`config.mk`:
```
export PLATFORM = sky130hd
export DESIGN_NAME = uart_tx_io
export DESIGN_NICKNAME = d
export VERILOG_FILES = /design/src/rtl/uart_tx_pkg.sv /design/src/rtl/uart_tx_io_fifo.sv /design/src/rtl/uart_tx_io.sv
export SDC_FILE = /design/constraint.sdc
export NUM_CORES = 1
export LEC_CHECK = 0
export BUFFER_PORTS_ARGS = -buffer_cell sky130_fd_sc_hd__buf_4
export CAP_MARGIN = 10
export CELL_PAD_IN_SITES_DETAIL_PLACEMENT = 1
export CELL_PAD_IN_SITES_GLOBAL_PLACEMENT = 1
export CORE_AREA = 2 2 171 106
export CTS_CLUSTER_DIAMETER = 40
export DETAILED_ROUTE_END_ITERATION = 10
export DIE_AREA = 0 0 173 108
export PLACE_DENSITY = 0.63
export SLEW_MARGIN = 30
export SYNTH_ARGS = -nofsm -noshare
export SYNTH_HDL_FRONTEND = slang
export SYNTH_SLANG_ARGS = --single-unit
```
`constraint.sdc`:
```
create_clock -name clock -period 3.7 [get_ports clock]
set_input_delay 0.555 -clock clock [delete_from_list [all_inputs] [get_ports clock]]
set_output_delay 0.555 -clock clock [all_outputs]
set_load 0.01 [all_outputs]
```
`src/rtl/uart_tx_pkg.sv`:
```
// ============================================================================
// uart_tx_pkg -- shared types and register-map constants for uart_tx_io, rev 1.0
// ============================================================================
`default_nettype none

package uart_tx_pkg;

  typedef enum logic [1:0] {
    ST_IDLE  = 2'd0,
    ST_START = 2'd1,
    ST_DATA  = 2'd2,
    ST_STOP  = 2'd3
  } tx_state_e;

  localparam logic [1:0] UART_DATA = 2'd0;
  localparam logic [1:0] UART_DIV  = 2'd2;
  localparam logic [1:0] UART_CLR  = 2'd3;

  localparam int STAT_BUSY  = 0;
  localparam int STAT_EMPTY = 1;
  localparam int STAT_FULL  = 2;
  localparam int STAT_OVF   = 3;

endpackage

`default_nettype wire

```
`src/rtl/uart_tx_io_fifo.sv`:
```
// ============================================================================
// tx_fifo -- 8-bit synchronous FIFO with extra-MSB pointers, rev 1.0
// ============================================================================
`default_nettype none

module tx_fifo #(
  parameter int DEPTH = 8
) (
  input  logic       clk_i,
  input  logic       rst_ni,
  input  logic       push_i,
  input  logic [7:0] din_i,
  input  logic       pop_i,
  output logic [7:0] dout_o,
  output logic       full_o,
  output logic       empty_o
);

  localparam int AW = $clog2(DEPTH);

  logic [7:0]  mem_q [DEPTH];
  logic [AW:0] wptr_q, rptr_q;
  logic        do_push, do_pop;

  assign empty_o = (wptr_q == rptr_q);
  assign full_o  = (wptr_q[AW] != rptr_q[AW]) && (wptr_q[AW-1:0] == rptr_q[AW-1:0]);
  assign dout_o  = mem_q[rptr_q[AW-1:0]];

  // When full, a simultaneous pop frees the slot the push is about to reuse.
  assign do_push = push_i && (!full_o || pop_i);
  assign do_pop  = pop_i && !empty_o;

  always_ff @(posedge clk_i or negedge rst_ni) begin
    if (!rst_ni) begin
      wptr_q <= '0;
      rptr_q <= '0;
    end else begin
      if (do_push) wptr_q <= wptr_q + 1'b1;
      if (do_pop)  rptr_q <= rptr_q + 1'b1;
    end
  end

  always_ff @(posedge clk_i) begin
    if (do_push) mem_q[wptr_q[AW-1:0]] <= din_i;
  end

endmodule

`default_nettype wire

```
`src/rtl/uart_tx_io.sv`:
```
// ============================================================================
// uart_tx_io -- IO-bus UART transmitter: bus decode, FIFO, 8N1 serialiser, rev 1.0
// ============================================================================
`default_nettype none

module uart_tx_io
  import uart_tx_pkg::*;
#(
  parameter int          FIFO_DEPTH = 8,
  parameter logic [15:0] DIV_RESET  = 16'd199
) (
  input  logic        clock,
  input  logic        reset,
  input  logic        IOWrite,
  input  logic        IORead,
  input  logic        UARTCtrl,
  input  logic [1:0]  uart_addr,
  input  logic [31:0] uart_wdata,
  output logic [31:0] uart_rdata,
  output logic        uart_tx,
  output logic        tx_busy
);

  tx_state_e   state_q, state_d;
  logic [15:0] divisor_q, divisor_d;
  logic [15:0] div_q, div_d;
  logic [15:0] timer_q, timer_d;
  logic [7:0]  shift_q, shift_d;
  logic [2:0]  bit_q, bit_d;
  logic        overflow_q, overflow_d;

  logic        wr_en, rd_en, push, pop, bit_end;
  logic [7:0]  fifo_dout;
  logic        fifo_full, fifo_empty;
  logic        unused_wdata;

  assign unused_wdata = ^uart_wdata[31:16];

  assign wr_en   = IOWrite & UARTCtrl;
  assign rd_en   = IORead & UARTCtrl;
  assign push    = wr_en && (uart_addr == UART_DATA);
  assign bit_end = (timer_q == div_q);
  assign tx_busy = (state_q != ST_IDLE);

  tx_fifo #(
    .DEPTH(FIFO_DEPTH)
  ) u_fifo (
    .clk_i  (clock),
    .rst_ni (reset),
    .push_i (push),
    .din_i  (uart_wdata[7:0]),
    .pop_i  (pop),
    .dout_o (fifo_dout),
    .full_o (fifo_full),
    .empty_o(fifo_empty)
  );

  always_comb begin
    divisor_d  = divisor_q;
    overflow_d = overflow_q;
    if (wr_en && (uart_addr == UART_DIV)) divisor_d = uart_wdata[15:0];
    // A dropped push outranks a clear so an overflow is never silently lost.
    if (push && fifo_full && !pop)                overflow_d = 1'b1;
    else if (wr_en && (uart_addr == UART_CLR))    overflow_d = 1'b0;
  end

  always_comb begin
    uart_rdata = 32'd0;
    if (rd_en) begin
      case (uart_addr)
        UART_DATA: uart_rdata = {28'd0, overflow_q, fifo_full, fifo_empty, tx_busy};
        UART_DIV:  uart_rdata = {16'd0, divisor_q};
        default:   uart_rdata = 32'd0;
      endcase
    end
  end

  always_comb begin
    state_d = state_q;
    div_d   = div_q;
    timer_d = timer_q;
    shift_d = shift_q;
    bit_d   = bit_q;
    pop     = 1'b0;
    uart_tx = 1'b1;
    case (state_q)
      ST_IDLE: begin
        if (!fifo_empty) begin
          pop     = 1'b1;
          shift_d = fifo_dout;
          div_d   = divisor_q;
          timer_d = 16'd0;
          state_d = ST_START;
        end
      end
      ST_START: begin
        uart_tx = 1'b0;
        if (bit_end) begin
          timer_d = 16'd0;
          bit_d   = 3'd0;
          state_d = ST_DATA;
        end else begin
          timer_d = timer_q + 16'd1;
        end
      end
      ST_DATA: begin
        uart_tx = shift_q[0];
        if (bit_end) begin
          timer_d = 16'd0;
          shift_d = {1'b0, shift_q[7:1]};
          bit_d   = bit_q + 3'd1;
          if (bit_q == 3'd7) state_d = ST_STOP;
        end else begin
          timer_d = timer_q + 16'd1;
        end
      end
      ST_STOP: begin
        if (bit_end) begin
          timer_d = 16'd0;
          // Chain straight into the next start bit so queued frames abut.
          if (!fifo_empty) begin
            pop     = 1'b1;
            shift_d = fifo_dout;
            div_d   = divisor_q;
            state_d = ST_START;
          end else begin
            state_d = ST_IDLE;
          end
        end else begin
          timer_d = timer_q + 16'd1;
        end
      end
      default: state_d = ST_IDLE;
    endcase
  end

  always_ff @(posedge clock or negedge reset) begin
    if (!reset) begin
      state_q    <= ST_IDLE;
      divisor_q  <= DIV_RESET;
      div_q      <= DIV_RESET;
      timer_q    <= 16'd0;
      shift_q    <= 8'd0;
      bit_q      <= 3'd0;
      overflow_q <= 1'b0;
    end else begin
      state_q    <= state_d;
      divisor_q  <= divisor_d;
      div_q      <= div_d;
      timer_q    <= timer_d;
      shift_q    <= shift_d;
      bit_q      <= bit_d;
      overflow_q <= overflow_d;
    end
  end

endmodule

`default_nettype wire

```
==> results of run 1 <==
[cells by family after synthesis]
group                    Yosys count  synth area share [%]
AO/OA/AOI/OAI                     60                  7.81
AND/OR/NAND/NOR                  115                  9.76
other                              1                0.0573
buffers and inverters             56                  4.97
XOR/XNOR                          35                  4.68
flip-flops                       134                  56.3
adder cells (fa/ha/maj)           10                  1.91
multiplexers                      68                  14.5
[state kept, by name (all words and copies together) (netlist names)]
register	count
u_fifo.mem_q	64
div_q	16
divisor_q	16
timer_q	16
shift_q	8
u_fifo.rptr_q	4
u_fifo.wptr_q	4
bit_q	3
state_q	2
overflow_q	1
[final cells by class]
cell class	count	area share, %
tap	234	3.85
multi-input combinational	304	34.3
timing repair buffer	55	5.48
sequential	134	48.4
inverter	13	0.641
clock inverter	13	1.63
clock buffer	19	5.69
[placed cells by master (no fill, tap or decap), drive strengths merged, types with 2 or more instances in the layout]
cell type	instances
nor4	5
a31oi	2
nand3	9
a32oi	2
xnor2	34
nor3	4
clkinvlp	3
a21oi	8
o21a	5
dfstp	10
a211oi	6
ha	10
o311ai	2
inv	17
conb	16
clkinv	5
nor4bb	2
a22o	2
mux4	16
nor4b	3
and4	2
mux2	44
o21ai	14
a211o	4
edfxtp	64
clkbuf	19
a2111oi	4
nor2	27
nand4	12
or3	3
buf	55
and2	16
nand2	25
nand2b	2
o211ai	3
mux2i	8
dfrtp	60
[worst max-delay path, stage by stage, from the launching register on]
cell and delay (ns):
dfrtp_1 0.45, inv_1 0.13, ha_1 0.49, nor3b_4 0.31, a31oi_2 0.28, nor3_1 0.76, buf_4 0.27
[power by group]
part,leakage [nW],total [W],switching [W],internal [W]
Combinational,1.19,0.00189,0.000974,0.000921
Clock,0.265,0.00162,0.000684,0.000931
Sequential,1.43,0.00218,0.000300,0.00188
Total,2.88,0.00569,0.00196,0.00373
[stage by stage]
step / utilization [%] / hold WS [ns]
after CTS: 44.9 / 0.283
after floorplan: - / 0.259
final: 44.9 / 0.104
after global placement: 41.6 / 0.481
after global routing: 44.9 / 0.186
after detailed placement: 41.6 / 0.489
[worst max path at each step]
stage,endpoint
after CTS,u_fifo.mem_q[6][4]$_DFFE_PP_
after detailed placement,u_fifo.mem_q[6][4]$_DFFE_PP_
after floorplan,u_fifo.mem_q[1][0]$_DFFE_PP_
final,u_fifo.mem_q[6][4]$_DFFE_PP_
after global routing,u_fifo.mem_q[6][4]$_DFFE_PP_
after global placement,u_fifo.mem_q[6][4]$_DFFE_PP_
[layer usage]
layer	part of all wire, %	track usage, %
met4	1.0	5.75
met1	50	26.9
met5	0	0
met2	42	24.5
met3	6.7	4.43
==> run_results.csv, run 1 <==
group,metric,value,unit
sta,fin_ws,0.710,ns
grt,antenna_found_initial,0,
worst_setup_path,reg2reg_depth,6,
pwr,power_leakage,2.88,nW
min_path,hold_path.class,"primary input to asynchronous set/reset pin",
clock_tree,cts-hold-fix-buffers,0,
place,place.gp.congestion,0.798,
clock_tree,cts_max_level,4,
yosys,synth_top_cell_by_area,"edfxtp_1",
worst_setup_path,crit-reg2reg-launch,"state_q[0]$_DFFE_PN0P_",
sta,period_minus_slack,2.99,ns
yosys,synth_ff_type,"edfxtp_1",
clock_tree,tritoncts,"yes",
drt,drc,0,
clock_tree,clkTransAtPathRegs,0.06,ns
sta,clock_skew,0.0148,ns
drt,drt_iter0_drc,326,
floorplan,die_w,173,µm
worst_setup_path,crit_start,"state_q[0]$_DFFE_PN0P_",
worst_setup_path,reg2reg_to,"u_fifo.mem_q[6][4]$_DFFE_PP_",
final_layout,multi_input_area,2610,µm²
place,postPlaceCellArea,7050,µm²
yosys,avgSynthCellArea,13.7,µm²
floorplan,io_pins,73,
final_layout,fill_cells,1762,
grt,grt_pass1_vias,4119,
yosys,netlist_area,6550,µm²
final_layout,final_area,7610,µm²
yosys,yosysMostFrequentCell,"edfxtp_1",
worst_setup_path,endpoint_kind,"register",
yosys,ys_top_cells_by_area,"edfxtp_1 29%, dfrtp_1 23%, mux2_2 6.9%",
worst_setup_path,cp.arrival,3.13,ns
yosys,ys_seq_area_share,56.3,%
clock_tree,cts_resized,0,
grt,track_usage,17.7,%
drt,drtAntennaViolNets,0,
pwr,p_per_area,747,nW/µm²
clock_tree,post_cts_buffers,0,
drt,via_per_inst,5.15,
final_layout,area_delta_synth_final,16.2,%
worst_setup_path,crit_required,3.84,ns
clock_tree,cts_made_buffers,17,
pwr,p_total,0.00569,W
drt,first_pass_iters,4,
floorplan,dieArea,18700,µm²
final_layout,instances_no_fill,772,
yosys,synthTopCellsByCount,"64 x edfxtp_1, 60 x dfrtp_1, 40 x mux2_2, 34 x xnor2_1, 26 x nor2_1",
yosys,ys_async_sr_fraction,52.2,%
sta,setup_violations,0,
place,numPortBuffers,40,
worst_setup_path,critPathLaunchType,"register",
final_layout,drive_gt1_share,31.4,%
drt,dr_total_vias,3978,
grt,grt.overflow.total,0,
clock_tree,clockRootBuffer,"clkbuf_16",
place,dp.cells,740,
floorplan,start_util,38.7,%
place,dp_hpwl,10.8,mm
yosys,synth-edff-count,64,
grt,grt_max_degree,71,
drt,routed_wl,15.5,mm
worst_setup_path,cp_max_fo,10,
yosys,ys.warnings.count,0,
yosys,ys_seq_elements,134,
job,maxCapViolations,0,
yosys,ys_types,59,
yosys,synthCells,479,
sta,rsz0062_at_grt,"false",
final_layout,fin_nets,574,
worst_setup_path,worstSetupPathType,"register to register",
floorplan,rows,37,
place,place_ws,0.685,ns
pwr,max-vdd-ir-drop,0.340,mV
grt,grt_pass1_wl,24.4,mm
sta,fin_tns_setup,0,ns
run_status,status,"finished, final reports clean",
sta,hold_viol_final,0,
worst_setup_path,r2r_slack,0.71,ns
sta,timing.final.crit_share,80.8,%
clock_tree,cts_buffer_depth,2,
clock_tree,clk_latency,0.43,ns
floorplan,core-area,16900,µm²
final_layout,seq_area,3690,µm²
sta,tightest_slew,0.839,ns
final_layout,n_antenna_cell,0,
floorplan,dieHeight,108,µm
sta,fmax,334,MHz
clock_tree,clock-sinks,134,
sta,drv_slew,0,
yosys,synth_top_area_share,29.3,%
sta,slew_headroom,44.1,%
drt,wl_per_cell,20.1,µm
No activity file was read; power rests on OpenSTA's default activity.
==> run 2, diff against run 1 <==
--- a/config.mk
+++ b/config.mk
@@ -5,15 +5,16 @@
 export SDC_FILE = /design/constraint.sdc
 export NUM_CORES = 1
 export LEC_CHECK = 0
+export ABC_AREA = 1
 export BUFFER_PORTS_ARGS = -buffer_cell sky130_fd_sc_hd__buf_4
 export CAP_MARGIN = 10
 export CELL_PAD_IN_SITES_DETAIL_PLACEMENT = 1
 export CELL_PAD_IN_SITES_GLOBAL_PLACEMENT = 1
-export CORE_AREA = 2 2 171 106
+export CORE_AREA = 2 2 168 104
 export CTS_CLUSTER_DIAMETER = 40
 export DETAILED_ROUTE_END_ITERATION = 10
-export DIE_AREA = 0 0 173 108
-export PLACE_DENSITY = 0.63
+export DIE_AREA = 0 0 170 106
+export PLACE_DENSITY = 0.7
 export SLEW_MARGIN = 30
 export SYNTH_ARGS = -nofsm -noshare
 export SYNTH_HDL_FRONTEND = slang
==> constraint.sdc (replaced) <==
create_clock -name clock -period 2.61 [get_ports clock]
set_input_delay 0.3915 -clock clock [delete_from_list [all_inputs] [get_ports clock]]
set_output_delay 0.3915 -clock clock [all_outputs]
set_load 0.01 [all_outputs]
==> run 2 against run 1 <==
The run now ends with hold timing left. Power increased by 46%. Sequential power increased by 35%. Wire length increased by 11%. Die area decreased by 3.6%. Largest cell class unchanged. Highest routed layer unchanged.
==> run_results.csv, run 2 <==
group,metric,value,unit
floorplan,dieHeight,106,µm
pwr,power_leakage,3.18,nW
worst_setup_path,worstSetupPathType,"register to output pin",
floorplan,die_w,170,µm
sta,fmax,398,MHz
place,place.gp.congestion,0.820,
final_layout,n_antenna_cell,0,
drt,drtAntennaViolNets,0,
place,dp_hpwl,12.1,mm
yosys,synth_ff_type,"edfxtp_1",
sta,period_minus_slack,2.51,ns
sta,setup_violations,0,
sta,slew_headroom,50.0,%
yosys,synthXorXnorAreaFrac,2.48,%
drt,routed_wl,17.2,mm
drt,dr_total_vias,4898,
worst_setup_path,crit_required,2.22,ns
final_layout,largest_register_ffs,64,
clock_tree,clock-sinks,134,
drt,via_per_inst,5.14,
grt,use_met1,30.2,%
yosys,ys.warnings.count,0,
yosys,synth_top_cell_by_area,"edfxtp_1",
job,maxCapViolations,0,
final_layout,fill_cells,1908,
grt,grt_max_degree,71,
final_layout,fin_nets,775,
grt,grt-busiest-layer,"met2",
final_layout,drive_gt1_share,17.5,%
place,place_ws,0.153,ns
sta,fin_ws,0.0998,ns
final_layout,final_util,45.0,%
worst_setup_path,cp.arrival,2.12,ns
clock_tree,tritoncts,"yes",
sta,drv_slew,0,
grt,use_met3,4.32,%
min_path,hold_path.class,"primary input to asynchronous set/reset pin",
yosys,synth_mux_area_share,0,%
final_layout,area_delta_synth_final,18.0,%
yosys,synthTopCellsByCount,"134 x nand2_1, 83 x nor2_1, 69 x o21ai_0, 64 x edfxtp_1, 60 x dfrtp_1",
yosys,synth-compound-area-share,11.1,%
floorplan,start_util,38.1,%
worst_setup_path,critPathLaunchType,"register",
yosys,ys_types,39,
floorplan,rows,37,
sta,tightest_slew,0.748,ns
worst_setup_path,reg2reg_to,"u_fifo.mem_q[5][6]$_DFFE_PP_",
clock_tree,clockRootBuffer,"clkbuf_16",
floorplan,dieArea,18000,µm²
grt,track_usage,20.7,%
yosys,synth_top_area_share,30.2,%
final_layout,final_cell_mix,"134 x nand2_1, 83 x nor2_1, 69 x o21ai_0, 64 x edfxtp_1",
drt,wl_per_cell,18.1,µm
sta,clock_skew,0.0100,ns
sta,fin_tns_setup,0,ns
yosys,ys_seq_elements,134,
yosys,ys_top_cells_by_area,"edfxtp_1 30%, dfrtp_1 24%, nand2_1 7.9%",
drt,drt_iter0_drc,293,
clock_tree,cts_buffer_depth,2,
sta,timing.final.crit_share,96.2,%
grt,grt_pass1_vias,5187,
floorplan,io_pins,73,
sta,holdWs,-0.0304,ns
pwr,p_per_area,1100,nW/µm²
yosys,synth_simple_gate_area_share,19.3,%
worst_setup_path,reg2reg_depth,10,
clock_tree,cts_made_buffers,17,
run_status,status,"finished with violations",
yosys,ys_async_sr_fraction,52.2,%
yosys,yosys.area_share.adder,1.97,%
yosys,avgSynthCellArea,9.46,µm²
worst_setup_path,crit-reg2reg-launch,"timer_q[8]$_DFFE_PN0P_",
pwr,p_total,0.00828,W
clock_tree,clk_latency,0.42,ns
clock_tree,cts_max_level,4,
place,numPortBuffers,40,
drt,drc,0,
grt,grt.overflow.total,0,
worst_setup_path,endpoint_kind,"output pin",
clock_tree,clkTransAtPathRegs,0.06,ns
grt,antenna_found_initial,0,
pwr,max-vdd-ir-drop,0.484,mV
drt,first_pass_iters,5,
run_status,violations,"hold timing",
floorplan,core-area,16700,µm²
sta,rsz0062_at_grt,"false",
yosys,netlist_area,6360,µm²
grt,grt_pass1_wl,28.3,mm
sta,hold_viol_final,13,
grt,met2_usage,32.0,%
yosys,synth-edff-count,64,
yosys,synth_top_family_by_area,"simple AND/OR/NAND/NOR gates",
yosys,ys_seq_area_share,58.0,%
final_layout,mostFrequentLayoutCell,"nand2_1",
worst_setup_path,r2r_slack,0.23,ns
worst_setup_path,cp_max_fo,11,
yosys,yosysMostFrequentCell,"nand2_1",
yosys,synthCells,672,
run 2: changes by cell type after synthesis, sizes merged, moves of 23 or more:
cell | previous run | this run
nand2 | 25 | 141
o21ai | 14 | 78
mux2 | 44 | 0
nand3 | 9 | 32
inv | 13 | 57
nor2 | 27 | 86
run 2: layout make-up:
class	count	area, µm²	share of cell area (%)
flip-flops and latches	134	3690	49.2
multi-input cells	455	2290	30.5
repair buffers	61	462	6.16
clock buffers	19	433	5.77
well taps	214	268	3.57
inverters	57	214	2.85
clock inverters	13	149	1.99
run 2: cell families after synthesis:
family / count (synthesis)
AO/OA/AOI/OAI: 124
XOR/XNOR: 18
other: 1
adder cells (fa/ha/maj): 10
AND/OR/NAND/NOR: 287
buffers and inverters: 98
flip-flops: 134
run 2: worst max path at each step:
| stage | startpoint | end |
|---|---|---|
| floorplan | div_q[1]$_DFFE_PN1P_ | u_fifo.mem_q[1][0]$_DFFE_PP_ |
| global placement | timer_q[8]$_DFFE_PN0P_ | u_fifo.mem_q[0][1]$_DFFE_PP_ |
| detailed placement | timer_q[8]$_DFFE_PN0P_ | u_fifo.mem_q[5][3]$_DFFE_PP_ |
| CTS | u_fifo.rptr_q[0]$_DFFE_PN0P_ | uart_rdata[2] |
| global route | u_fifo.rptr_q[0]$_DFFE_PN0P_ | uart_rdata[2] |
| finish | u_fifo.rptr_q[0]$_DFFE_PN0P_ | uart_rdata[2] |
run 2: where the power goes:
part | internal (W) | leakage, nW | switching (W)
clock network | 0.00142 | 0.275 | 0.000947
logic | 0.000965 | 1.48 | 0.00200
registers | 0.00264 | 1.43 | 0.000312
total | 0.00502 | 3.18 | 0.00326
run 2: metal layers:
layer | up-vias | wire [µm]
li1 | 2329 | -
met1 | 2459 | 8680
met2 | 100 | 7850
met4 | 0 | 91
met5 | - | 0
met3 | 10 | 607
run 2: metrics by stage:
step                hold WS, ns  cells  cell area (µm²)
floorplan                0.0959    687             6410
global placement          0.459    919             6880
detailed placement        0.471    919             6890
CTS                       0.144    951             7480
global route             0.0217    953             7500
finish                  -0.0304    953             7500
run 2: timing repair:
action / CTS / global route
buffers inserted: 0 / 2
endpoints found under the hold margin: 0 / 0
pin swaps: 0 / 1
hold buffers: 0 / 0
setup endpoints to repair: 1 / 25
gates resized for setup: 1 / 0
run 2: critical path: stages (launching register included):
cell     delay [ns]
dfrtp_1        0.59
inv_2          0.07
nand2_1        0.08
nand4_2        0.16
nor3_2         0.30
nand2_1        0.09
a21oi_1        0.23
buf_4          0.18
